File: src/rtl/spi_tx_scheduler_if.sv
// Byte-stream bundle between the requesters, the TX scheduler and the SPI byte serializer.
// The master modport is the scheduler's view; slave is the requester/serializer side.
interface spi_tx_scheduler_if #(
  parameter int N_REQ = 4
);
  logic [N_REQ-1:0]   req_valid;
  logic [8*N_REQ-1:0] req_data;
  logic [N_REQ-1:0]   req_last;
  logic [N_REQ-1:0]   req_ready;
  logic [7:0]         tx_data;
  logic               tx_valid;
  logic               tx_ready;
  logic [3:0]         grant_id;
  logic               frame_active;
  logic               trunc_err;

  modport master (
    input  req_valid, req_data, req_last, tx_ready,
    output req_ready, tx_data, tx_valid, grant_id, frame_active, trunc_err
  );

  modport slave (
    output req_valid, req_data, req_last, tx_ready,
    input  req_ready, tx_data, tx_valid, grant_id, frame_active, trunc_err
  );
endinterface

File: src/rtl/spi_tx_scheduler.sv
// Round-robin scheduler sharing one SPI byte serializer among N_REQ byte streams.
// Each grant becomes a frame: header {4'hA, id}, payload up to MAX_LEN bytes, then GAP_CYCLES idle.
module spi_tx_scheduler #(
  parameter int N_REQ      = 4,
  parameter int MAX_LEN    = 16,
  parameter int GAP_CYCLES = 2
) (
  input  logic                clk,
  input  logic                rst,
  spi_tx_scheduler_if.master  bus
);

  localparam int         IDX_W       = (N_REQ > 1) ? $clog2(N_REQ) : 1;
  localparam logic [7:0] LP_LAST_IDX = 8'(MAX_LEN - 1);
  localparam logic [7:0] LP_GAP_END  = 8'(GAP_CYCLES - 1);

  typedef enum logic [1:0] {
    S_IDLE,
    S_HEADER,
    S_PAYLOAD,
    S_GAP
  } state_t;

  state_t             r_state;
  state_t             w_next;
  logic [IDX_W-1:0]   r_grant;
  logic [IDX_W-1:0]   r_ptr;
  logic [7:0]         r_cnt;
  logic [7:0]         r_gap;
  logic               r_trunc;

  logic [IDX_W-1:0]   w_sel;
  logic               w_found;
  int                 w_off;
  int                 w_best;
  logic               w_req_valid;
  logic [7:0]         w_req_data;
  logic               w_req_last;
  logic               w_xfer;
  logic               w_trunc_hit;
  logic               w_tx_valid;
  logic [7:0]         w_tx_data;
  logic               w_frame;
  logic [N_REQ-1:0]   w_ready;

  // Pick the valid requester with the smallest distance past the last grant.
  always_comb begin
    // NOTE: every variable gets a default before any branch so no latch is inferred.
    w_sel   = '0;
    w_found = 1'b0;
    w_best  = N_REQ;
    w_off   = 0;
    for (int k = 0; k < N_REQ; k++) begin
      if (bus.req_valid[k]) begin
        w_off = (k + N_REQ - int'(r_ptr) - 1) % N_REQ;
        if (w_off < w_best) begin
          w_best  = w_off;
          w_sel   = IDX_W'(k);
          w_found = 1'b1;
        end
      end
    end
  end

  always_comb begin
    w_req_valid = 1'b0;
    w_req_data  = 8'h00;
    w_req_last  = 1'b0;
    for (int k = 0; k < N_REQ; k++) begin
      if (IDX_W'(k) == r_grant) begin
        w_req_valid = bus.req_valid[k];
        w_req_data  = bus.req_data[8*k +: 8];
        w_req_last  = bus.req_last[k];
      end
    end
  end

  always_comb begin
    w_next      = r_state;
    w_tx_valid  = 1'b0;
    w_tx_data   = 8'h00;
    w_frame     = 1'b0;
    w_ready     = '0;
    w_xfer      = 1'b0;
    w_trunc_hit = 1'b0;
    case (r_state)
      S_IDLE: begin
        if (w_found) w_next = S_HEADER;
      end
      S_HEADER: begin
        w_tx_valid = 1'b1;
        w_tx_data  = {4'hA, 4'(r_grant)};
        w_frame    = 1'b1;
        if (bus.tx_ready) w_next = S_PAYLOAD;
      end
      S_PAYLOAD: begin
        w_tx_valid = w_req_valid;
        w_tx_data  = w_req_data;
        w_frame    = 1'b1;
        for (int k = 0; k < N_REQ; k++) begin
          w_ready[k] = (IDX_W'(k) == r_grant) & bus.tx_ready;
        end
        w_xfer = w_req_valid & bus.tx_ready;
        if (w_xfer && (w_req_last || r_cnt == LP_LAST_IDX)) begin
          w_trunc_hit = ~w_req_last;
          w_next      = (GAP_CYCLES == 0) ? S_IDLE : S_GAP;
        end
      end
      S_GAP: begin
        if (r_gap == LP_GAP_END) w_next = S_IDLE;
      end
      default: w_next = S_IDLE;
    endcase
    // While reset is held nothing may be offered or consumed, so a requester's byte survives it.
    if (!rst) begin
      w_tx_valid = 1'b0;
      w_tx_data  = 8'h00;
      w_frame    = 1'b0;
      w_ready    = '0;
      w_xfer     = 1'b0;
    end
  end

  always_ff @(posedge clk) begin
    // NOTE: sequential state uses non-blocking assignments so every register samples pre-edge values.
    if (!rst) begin
      r_state <= S_IDLE;
      r_grant <= '0;
      r_ptr   <= IDX_W'(N_REQ - 1);
      r_cnt   <= 8'h00;
      r_gap   <= 8'h00;
      r_trunc <= 1'b0;
    end else begin
      r_state <= w_next;
      r_trunc <= w_trunc_hit;
      if (r_state == S_IDLE && w_found) begin
        r_grant <= w_sel;
        r_ptr   <= w_sel;
      end
      if (r_state == S_HEADER && bus.tx_ready) begin
        r_cnt <= 8'h00;
      end else if (w_xfer) begin
        r_cnt <= r_cnt + 8'd1;
      end
      r_gap <= (r_state == S_GAP) ? r_gap + 8'd1 : 8'h00;
    end
  end

  assign bus.tx_valid     = w_tx_valid;
  assign bus.tx_data      = w_tx_data;
  assign bus.req_ready    = w_ready;
  assign bus.frame_active = w_frame;
  assign bus.grant_id     = 4'(r_grant);
  assign bus.trunc_err    = r_trunc;

endmodule

File: src/flat_wrapper.sv
// flat-port wrapper written by rule: the top's interface ports become plain ports
module spi_tx_scheduler_flat 
#(
  parameter int N_REQ      = 4,
  parameter int MAX_LEN    = 16,
  parameter int GAP_CYCLES = 2
)
  (clk, rst, bus_req_valid, bus_req_data, bus_req_last, bus_tx_ready, bus_req_ready, bus_tx_data, bus_tx_valid, bus_grant_id, bus_frame_active, bus_trunc_err);
  spi_tx_scheduler_if #(.N_REQ(N_REQ)) bus_i ();
  input  logic clk;
  input  logic rst;
  input wire logic [$bits(bus_i.req_valid)-1:0] bus_req_valid;
  input wire logic [$bits(bus_i.req_data)-1:0] bus_req_data;
  input wire logic [$bits(bus_i.req_last)-1:0] bus_req_last;
  input wire logic [$bits(bus_i.tx_ready)-1:0] bus_tx_ready;
  output wire logic [$bits(bus_i.req_ready)-1:0] bus_req_ready;
  output wire logic [$bits(bus_i.tx_data)-1:0] bus_tx_data;
  output wire logic [$bits(bus_i.tx_valid)-1:0] bus_tx_valid;
  output wire logic [$bits(bus_i.grant_id)-1:0] bus_grant_id;
  output wire logic [$bits(bus_i.frame_active)-1:0] bus_frame_active;
  output wire logic [$bits(bus_i.trunc_err)-1:0] bus_trunc_err;
  assign bus_i.req_valid = bus_req_valid;
  assign bus_i.req_data = bus_req_data;
  assign bus_i.req_last = bus_req_last;
  assign bus_i.tx_ready = bus_tx_ready;
  assign bus_req_ready = bus_i.req_ready;
  assign bus_tx_data = bus_i.tx_data;
  assign bus_tx_valid = bus_i.tx_valid;
  assign bus_grant_id = bus_i.grant_id;
  assign bus_frame_active = bus_i.frame_active;
  assign bus_trunc_err = bus_i.trunc_err;
  spi_tx_scheduler #(.N_REQ(N_REQ), .MAX_LEN(MAX_LEN), .GAP_CYCLES(GAP_CYCLES)) u_core (.clk(clk), .rst(rst), .bus(bus_i));
endmodule
File: config.mk
export PLATFORM = sky130hd
export DESIGN_NAME = spi_tx_scheduler_flat
export DESIGN_NICKNAME = d
export VERILOG_FILES = /design/src/rtl/spi_tx_scheduler_if.sv /design/src/rtl/spi_tx_scheduler.sv /design/src/flat_wrapper.sv
export SDC_FILE = /design/constraint.sdc
export NUM_CORES = 1
export LEC_CHECK = 0
export ABC_AREA = 0
export CAP_MARGIN = 25
export CORE_ASPECT_RATIO = 1.25
export CORE_UTILIZATION = 46
export DETAILED_ROUTE_END_ITERATION = 6
export GPL_ROUTABILITY_DRIVEN = 0
export GPL_TIMING_DRIVEN = 1
export PLACE_DENSITY = 0.81
export SETUP_SLACK_MARGIN = 0.4
export SYNTH_ARGS = -nofsm -noshare
export SYNTH_HDL_FRONTEND = slang
export SYNTH_SLANG_ARGS = --single-unit
File: constraint.sdc
create_clock -name clk -period 4.7 [get_ports clk]
set_input_delay 0.705 -clock clk [delete_from_list [all_inputs] [get_ports clk]]
set_output_delay 0.705 -clock clk [all_outputs]
set_load 0.01 [all_outputs]
==> results.toml, run 1 <==
[run_status]
status = "finished, violations left"
violations = "design-rule violations"

[global_route]
grt_start_max_net_pins = 20
grt_first_pass_wirelength_um = 7480
grt_pass1_vias = 1666
grt_util_all_layers_pct = 23.0
overflow = 0
antenna_found_initial = 0

[synth]
yosys-top-cells-area = "dfxtp_1 26%, mux4_2 11%, ha_1 11%"
synth.avg_cell_area_um2 = 8.80
synth_cell_types = 47
yosysWarnings = 0
synth-edff-count = 0
postSynthCellCount = 203
yosysTopAreaCellShare_pct = 25.8
syn_area_um2 = 1790
ys_async_sr_fraction_pct = 0
synth_top_area_cell = "dfxtp_1"
synth_flop_cell = "dfxtp_1"
ys_seq_area_share_pct = 25.8
ys_ff_latch = 23

[finish]
nFillCells = 309
num_antenna_cells = 0
areaGrowthSynthToFinish_pct = 36.0
fin_cells = 297
multi_input_area_um2 = 1240
register_area_um2 = 462
fin_nets = 317
layout-drive-gt1-share_pct = 7.75
finish.utilization_pct = 67.4

[sta]
hold_viol = 0
tightestPinTransition_ps = 862
fin_hold_ws_ps = 468
slew_headroom_pct = 42.4
report.final.slew_viol_count = 0
min_period_ps = 4000
rsz0062_at_grt = "false"
min_period_over_period_pct = 85.2
setup_viol_count_final = 0
fmax_ghz = 0.250
skew_ps = 5.73
setup_tns_ps = 0

[critical_path]
crit_family = "compound AO/OA/AOI/OAI gates"
arrival_ps = 4180
end_kind = "flip-flop"
cpPeakStageDelay_ps = 580
rr_endpoint = "u_core.r_grant[0]$_SDFFE_PN0P_"
cpMaxStageDelayCell = "clkdlybuf4s50_1"
cp-startpoint = "bus_req_valid[0]"
rrSetupSlack_ps = 770
r2r_start = "u_core.r_ptr[1]$_SDFFE_PN1P_"
reg2regPathDepth = 16
critPathRequiredTime_ps = 4880
crit_chain = "clkdlybuf4s50_1 -> o21ai_0 -> nand2_1 -> a31oi_1 -> ha_1 -> and4bb_2 -> o21ai_1 -> and2_1 -> mux2_2 -> ha_1 -> and4b_1 -> o21ai_1 -> a211oi_1 -> nor4b_1"
crit_buf_inv = 1
path_max_fanout = 11
crit_type = "primary input to flip-flop"
start_kind = "primary input"

[pwr]
power_density_nw_per_um2 = 372
p_leak_nw = 0.929
p_int_uw = 541
power_switching_uw = 364
max-vdd-ir-drop_uv = 266
pwr-share-comb_pct = 56.4
power_frac_seq_pct = 30.2
swShare_pct = 40.2
power.share.clock_pct = 13.5

[job]
max-cap-violations = 0

[drt]
dr.pass1.iters = 6
drt_iter0_drc = 64
post_drt_wl_per_cell_um = 15.5
via_per_inst = 5.64
vias = 1676
postRouteWirelength_um = 4620
ant_nets = 0
post-route-drc-count = 1

[placed_design]
io_buffer_count = 59
dp_hpwl_um = 3650
place_inst = 293

[die]
die_x_um = 57.7
core_area_um2 = 3600
die-height_um = 71.7
rows = 24
die_area_um2 = 4140
start_util_pct = 49.6
pin_count = 62

[worst_hold_path]
whs_endpoint = "u_core.r_gap[0]$_SDFF_PN0_"
hold_depth = 1
hold_class = "flip-flop to flip-flop"
hp-start = "u_core.r_gap[0]$_SDFF_PN0_"

[clock_network]
post_cts_buffers = 0
cts_buffers = 3
cts_tree = "yes"
clockRootBuffer = "clkbuf_8"
cts.sinks = 23
cts_buffer_depth = 2
htree_levels = 1
clk_pin_slew_worst_paths_ps = 80
clk_latency_ps = 270
worst reg2reg max path, delay by kind of cell, from the launching register on:
kind	cells	cell delay (ps)
multiplexers	1	350
adder cells (fa/ha/maj)	3	900
AO/OA/AOI/OAI	5	1050
flip-flops	1	390
AND/OR/NAND/NOR	6	1080
buffers and inverters	1	60
cells by family (layout without fill, tap and decap cells):
logic type	Yosys count	after routing	share of synthesized area, %
adder cells (fa/ha/maj)	15	15	10.5
other	1	2	0.210
AND/OR/NAND/NOR	83	83	25.6
flip-flops	23	23	25.8
buffers and inverters	20	74	5.18
AO/OA/AOI/OAI	33	33	11.6
XOR/XNOR	14	14	6.86
multiplexers	14	14	14.2
placed cells by master, fill, tap and decap left out, types with 2 or more instances in the layout:
cell / count
clkdlybuf4s50_1: 59
nor2_1: 23
dfxtp_1: 22
ha_1: 15
nand2_1: 12
nand3_1: 12
xor2_1: 11
inv_1: 10
and3_1: 10
a21oi_1: 10
mux4_2: 9
o21ai_0: 7
nor3b_1: 4
mux2i_1: 4
nor4b_1: 3
nand2b_1: 3
o21ai_1: 3
and2_1: 3
xnor2_1: 3
clkbuf_8: 3
a31oi_1: 2
and4_1: 2
o31ai_1: 2
a211o_1: 2
conb_1: 2
routing by layer:
metal	global-route usage, %	part of all wire, %	up-vias
met5	0	0	-
met4	7.94	1.6	0
met3	3.07	3.1	7
met1	28.5	40	789
met2	40.7	55	38
li1	-	-	842
power by group through the flow:
stage	combinational [mW]	clock, mW	sequential (mW)
after floorplan	0.387	0	0.237
after global placement	0.490	0	0.276
after detailed placement	0.503	0	0.276
after CTS	0.505	0.127	0.273
after global routing	0.564	0.137	0.281
final	0.510	0.122	0.273
how the worst max path moves through the flow:
stage	to	depth (start not counted)	slack, ps
2_1_floorplan	u_core.r_grant[0]$_SDFFE_PN0P_	13	970
3_3_place_gp	u_core.r_grant[0]$_SDFFE_PN0P_	14	450
3_5_place_dp	u_core.r_grant[0]$_SDFFE_PN0P_	14	230
4_1_cts	u_core.r_grant[0]$_SDFFE_PN0P_	14	520
5_1_grt	u_core.r_grant[0]$_SDFFE_PN0P_	14	410
6_report	u_core.r_grant[0]$_SDFFE_PN0P_	14	700
flip-flops by register name (all words and copies together) (netlist names):
signal / flops
u_core.bus.trunc_err: 1
u_core.r_gap: 8
u_core.r_cnt: 8
u_core.r_ptr: 2
u_core.r_grant: 2
u_core.r_state: 2
synth_stat cells, drive strengths merged (4+ instances only):
library cell	number
a21oi	10
and3	11
buf	6
clkbuf	4
dfxtp	23
ha	15
inv	10
mux2i	4
mux4	9
nand2	12
nand3	12
nor2	23
nor3b	4
o21ai	10
xor2	11
metrics by stage:
stage / power, mW / area, um2 / setup slack (ps)
final: 0.905 / 2430 / 697
after global routing: 0.982 / 2430 / 406
after CTS: 0.904 / 2430 / 519
after detailed placement: 0.779 / 2380 / 226
after global placement: 0.765 / 2380 / 452
after floorplan: 0.624 / 1790 / 972
layout make-up:
class / count / share of cell area [%]
multi-input cells: 161 / 50.9
repair buffers: 60 / 24.6
flip-flops and latches: 23 / 19.0
well taps: 39 / 2.01
clock buffers: 3 / 1.70
inverters: 10 / 1.54
clock inverters: 1 / 0.206
timing repair:
item                       4_1_cts  5_1_grt
hold buffers                     0        0
resized for setup                0        3
setup endpoints to repair        0        4
Power figures use the tool's default switching activity.
==> run 2, diff against run 1 <==
--- a/config.mk
+++ b/config.mk
@@ -6,13 +6,12 @@
 export NUM_CORES = 1
 export LEC_CHECK = 0
 export ABC_AREA = 0
-export CAP_MARGIN = 25
 export CORE_ASPECT_RATIO = 1.25
 export CORE_UTILIZATION = 46
 export DETAILED_ROUTE_END_ITERATION = 6
 export GPL_ROUTABILITY_DRIVEN = 0
 export GPL_TIMING_DRIVEN = 1
-export PLACE_DENSITY = 0.81
+export PLACE_DENSITY = 0.83
 export SETUP_SLACK_MARGIN = 0.4
 export SYNTH_ARGS = -nofsm -noshare
 export SYNTH_HDL_FRONTEND = slang
==> results.toml, run 2 (synthesized netlist as in run 1, its figures left out) <==
[run_status]
status = "finished clean"

[pwr]
p_leak_nw = 0.930
max-vdd-ir-drop_uv = 264
fin_total_pwr_uw = 915
power_density_nw_per_um2 = 375

[clock_network]
post_cts_resized = 0
clk_pin_slew_worst_paths_ps = 80
cts_buffers = 3
cts_tree = "yes"
clk_latency_ps = 260
ctsHoldBuffers = 0
cts_buffer_depth = 2
post_cts_buffers = 0
htree_levels = 1
clockRootBuffer = "clkbuf_8"
cts.sinks = 23

[critical_path]
arrival_ps = 4160
critPathRequiredTime_ps = 4870
end_kind = "flip-flop"
start_kind = "primary input"
path_max_fanout = 11
crit_type = "primary input to flip-flop"

[finish]
fin_cells = 298
num_antenna_cells = 0
final_common_cell = "clkdlybuf4s50_1"
nFillCells = 303
mostFrequentLayoutCells = "59 x clkdlybuf4s50_1, 23 x nor2_1, 22 x dfxtp_1, 15 x ha_1"
layout-drive-gt1-share_pct = 8.11
top_regs = "u_core.r_cnt x8, u_core.r_gap x8"
fin_nets = 318
finish.utilization_pct = 67.7
areaGrowthSynthToFinish_pct = 36.6

[global_route]
grt_start_max_net_pins = 20
grt_util_all_layers_pct = 22.8
grt_first_pass_wirelength_um = 7390
antenna_found_initial = 0
overflow = 0
grt_pass1_vias = 1615

[die]
die-height_um = 71.7
die_x_um = 57.7
rows = 24
pin_count = 62
start_util_pct = 49.6
die_area_um2 = 4140
core_area_um2 = 3600

[drt]
postRouteWirelength_um = 4520
via_per_inst = 5.71
dr.pass1.iters = 6
wl_met2_um = 2450
ant_nets = 0
post-route-drc-count = 0
drt_iter0_drc = 61
routed-wl-met3_um = 138
top_layer_used = "met4"
detail_route.wirelength.met1_um = 1860
vias = 1703
post_drt_wl_per_cell_um = 15.2

[sta]
tightestPinTransition_ps = 775
slew_headroom_pct = 48.3
setup_viol_count_final = 0
min_period_ps = 3990
skew_ps = 1.99
final.setup.worst_slack_ps = 709
min_period_over_period_pct = 84.9
rsz0062_at_grt = "false"
setup_tns_ps = 0
report.final.slew_viol_count = 0
hold_viol = 0
fmax_ghz = 0.251

[placed_design]
dp_hpwl_um = 3630
place_inst = 294
io_buffer_count = 59
post-place-ws_ps = 276

[worst_hold_path]
hold_class = "flip-flop to flip-flop"

[job]
max-cap-violations = 0
-- run 2: cell types whose count changed in the layout (fill, tap and decap cells not counted), sizes merged --
cell and delta:
buf +1, clkinvlp +1, clkinv -1
-- run 2: path summary, 6_finish.rpt --
check,slack (ps),endpoint,cells after the start,start
worst max-delay path,710,u_core.r_grant[0]$_SDFFE_PN0P_,14,bus_req_valid[0]
worst min register to register,460,u_core.r_gap[0]$_SDFF_PN0_,1,u_core.r_gap[0]$_SDFF_PN0_
worst min-delay path,460,u_core.r_gap[0]$_SDFF_PN0_,1,u_core.r_gap[0]$_SDFF_PN0_
worst max register to register,760,u_core.r_grant[0]$_SDFFE_PN0P_,16,u_core.r_ptr[1]$_SDFFE_PN1P_
-- run 2: cell type report --
| class | instances | area [um2] | share of cell area (%) |
|---|---|---|---|
| clock inverters | 1 | 7.51 | 0.308 |
| flip-flops and latches | 23 | 462 | 18.9 |
| multi-input cells | 161 | 1240 | 50.7 |
| repair buffers | 61 | 606 | 24.8 |
| well taps | 39 | 48.8 | 2.00 |
| clock buffers | 3 | 41.3 | 1.69 |
| inverters | 10 | 37.5 | 1.54 |
-- run 2: stage by stage --
step | hold WS (ps) | instance area [um2]
after floorplan | 429 | 1790
after global placement | 443 | 2390
after detailed placement | 451 | 2390
after CTS | 471 | 2440
after global routing | 514 | 2440
final | 464 | 2440
-- run 2: report_power, final --
group / internal [mW] / leakage [nW] / switching [mW]
logic: 0.271 / 0.722 / 0.271
registers: 0.215 / 0.186 / 0.0350
clock network: 0.0599 / 0.0217 / 0.0630
-- run 2: per-layer routing --
metal  track usage, %  vias to the layer above
met3             2.35                        7
met4             8.73                        0
met2             40.7                       42
met5                0                        -
met1             28.0                      807
li1                 -                      847
-- run 2: critical path, cell delays in order --
cell             delay, ps
clkdlybuf4s50_1        580
o21ai_0                190
nand2_1                 80
a31oi_1                260
ha_1                   210
and4bb_2               220
o21ai_1                230
and2_1                 230
mux2_2                 350
ha_1                   310
and4b_1                190
o21ai_1                200
a211oi_1               130
nor4b_1                280
==> run 3, diff against run 2 <==
--- a/config.mk
+++ b/config.mk
@@ -7,11 +7,11 @@
 export LEC_CHECK = 0
 export ABC_AREA = 0
 export CORE_ASPECT_RATIO = 1.25
-export CORE_UTILIZATION = 46
+export CORE_UTILIZATION = 41
 export DETAILED_ROUTE_END_ITERATION = 6
 export GPL_ROUTABILITY_DRIVEN = 0
 export GPL_TIMING_DRIVEN = 1
-export PLACE_DENSITY = 0.83
+export PLACE_DENSITY = 0.79
 export SETUP_SLACK_MARGIN = 0.4
 export SYNTH_ARGS = -nofsm -noshare
 export SYNTH_HDL_FRONTEND = slang
==> constraint.sdc (replaced) <==
create_clock -name clk -period 3.3 [get_ports clk]
set_input_delay 0.495 -clock clk [delete_from_list [all_inputs] [get_ports clk]]
set_output_delay 0.495 -clock clk [all_outputs]
set_load 0.01 [all_outputs]
==> results.toml, run 3 (synthesized netlist as in run 1, its figures left out) <==
[finish]
fin_cells = 339
areaGrowthSynthToFinish_pct = 57.6
fin_nets = 342
mostFrequentLayoutCells = "57 x clkdlybuf4s50_1, 26 x buf_4, 23 x nor2_1, 21 x dfxtp_1, 12 x nand3_1"
num_antenna_cells = 0
final_common_cell = "clkdlybuf4s50_1"
finish.utilization_pct = 68.1
nFillCells = 333
layout-drive-gt1-share_pct = 25.1
top_regs = "u_core.r_cnt x8, u_core.r_gap x8"

[critical_path]
reg2regPathDepth = 16
crit_type = "flip-flop to flip-flop"
cp_common_cell = "ha_4"
cpPeakStageDelay_ps = 360
r2r_start = "u_core.r_ptr[1]$_SDFFE_PN1P_"
rrSetupSlack_ps = 50
path_max_fanout = 4
end_kind = "flip-flop"
crit_chain = "inv_2 -> ha_4 -> nand2b_4 -> o21ai_4 -> nand2_2 -> a31oi_4 -> ha_4 -> and4bb_2 -> o21ai_2 -> and2_4 -> mux2_4 -> ha_4 -> and4b_1 -> o21ai_2 -> a211oi_2 -> nor4b_2"
critPathRequiredTime_ps = 3470
start_kind = "flip-flop"
rr_endpoint = "u_core.r_grant[0]$_SDFFE_PN0P_"
cpMaxStageDelayCell = "dfxtp_2"
arrival_ps = 3420

[clock_network]
cts_tree = "yes"
ctsHoldBuffers = 0
clk_pin_slew_worst_paths_ps = 80
cts_buffer_depth = 2
cts_buffers = 3
clockRootBuffer = "clkbuf_8"
cts.sinks = 23
htree_levels = 1
clk_latency_ps = 260

[pwr]
power_density_nw_per_um2 = 616
fin_total_pwr_mw = 1.73
p_leak_nw = 1.12
max-vdd-ir-drop_uv = 533

[drt]
ant_nets = 0
dr.pass1.iters = 4
post-route-drc-count = 0
post_drt_wl_per_cell_um = 14.8
vias = 1770
drt_iter0_drc = 79
via_per_inst = 5.22
postRouteWirelength_um = 5010

[die]
die-height_um = 75.8
rows = 26
die_x_um = 61.0
pin_count = 62
start_util_pct = 43.2
core_area_um2 = 4130
die_area_um2 = 4630

[worst_hold_path]
hold_depth = 1
hold_class = "flip-flop to flip-flop"
whs_endpoint = "u_core.r_gap[0]$_SDFF_PN0_"
hp-start = "u_core.r_gap[0]$_SDFF_PN0_"

[sta]
fmax_ghz = 0.308
setup_viol_count_final = 0
min_period_over_period_pct = 98.5
rsz0062_at_grt = "true"
report.final.slew_viol_count = 0
skew_ps = 6.31
hold_viol = 0
min_period_ps = 3250
final.setup.worst_slack_ps = 50.3

[global_route]
grt_util_all_layers_pct = 21.2
grt_start_max_net_pins = 14
grt_first_pass_wirelength_um = 7340
antenna_found_initial = 0
grt_pass1_vias = 1724
overflow = 0

[placed_design]
post-place-ws_ps = -285
io_buffer_count = 59
place_inst = 326
dp_hpwl_um = 3930

[run_status]
status = "finished clean"

[job]
max-cap-violations = 0
-- run 3: final cells by class --
cell class | count | area (um2) | area share, %
multi-input cells | 161 | 1410 | 49.9
repair buffers | 85 | 791 | 28.1
flip-flops and latches | 23 | 465 | 16.5
well taps | 56 | 70.1 | 2.49
clock buffers | 3 | 41.3 | 1.47
inverters | 10 | 37.5 | 1.33
clock inverters | 1 | 5.00 | 0.178
-- run 3: what timing repair did --
action | in CTS | in global routing
endpoints found under the setup margin | 6 | 8
resized for setup | 9 | 12
setup buffers | 6 | 3
pin swaps | 12 | 8
gates cloned | 0 | 0
-- run 3: critical path: cells and delay by family (launching register included) --
family          cells  cell delay (ps)
fa+ha+maj           3              690
mux                 1              310
compound gates      5              780
flops               1              360
buf+inv             1               50
simple gates        6              970
-- run 3: power by group --
group | switching (mW) | internal (mW) | total [mW]
registers | 0.0441 | 0.309 | 0.353
clock network | 0.0882 | 0.0841 | 0.172
logic | 0.556 | 0.653 | 1.21
total | 0.688 | 1.05 | 1.73
-- run 3: through the flow --
stage	hold WS [ps]	area, um2	setup TNS (ps)
after detailed placement	454	2600	-699
after CTS	474	2730	0
after floorplan	429	1860	0
after global routing	511	2820	-260
final	470	2820	0
after global placement	443	2600	-208
-- run 3: how the worst max path moves through the flow --
stage / startpoint / cells after the start / slack, ps / to
finish: u_core.r_ptr[1]$_SDFFE_PN1P_ / 16 / 50 / u_core.r_grant[0]$_SDFFE_PN0P_
global route: u_core.r_ptr[1]$_SDFFE_PN1P_ / 16 / -80 / u_core.r_grant[0]$_SDFFE_PN0P_
CTS: u_core.r_ptr[1]$_SDFFE_PN1P_ / 16 / 60 / u_core.r_ptr[0]$_SDFFE_PN1P_
detailed placement: bus_req_valid[0] / 14 / -290 / u_core.r_grant[0]$_SDFFE_PN0P_
global placement: bus_req_valid[0] / 14 / -130 / u_core.r_grant[0]$_SDFFE_PN0P_
floorplan: u_core.r_ptr[0]$_SDFFE_PN1P_ / 15 / 150 / u_core.r_grant[0]$_SDFFE_PN0P_
-- run 3: routing by layer --
metal  global-route usage, %  share of wire, %  up-vias
met1                    24.5                40      841
met2                    38.6                56       41
met4                    8.84              0.98        0
li1                        -                 -      884
met3                    2.38               2.7        4
met5                       0                 0        -
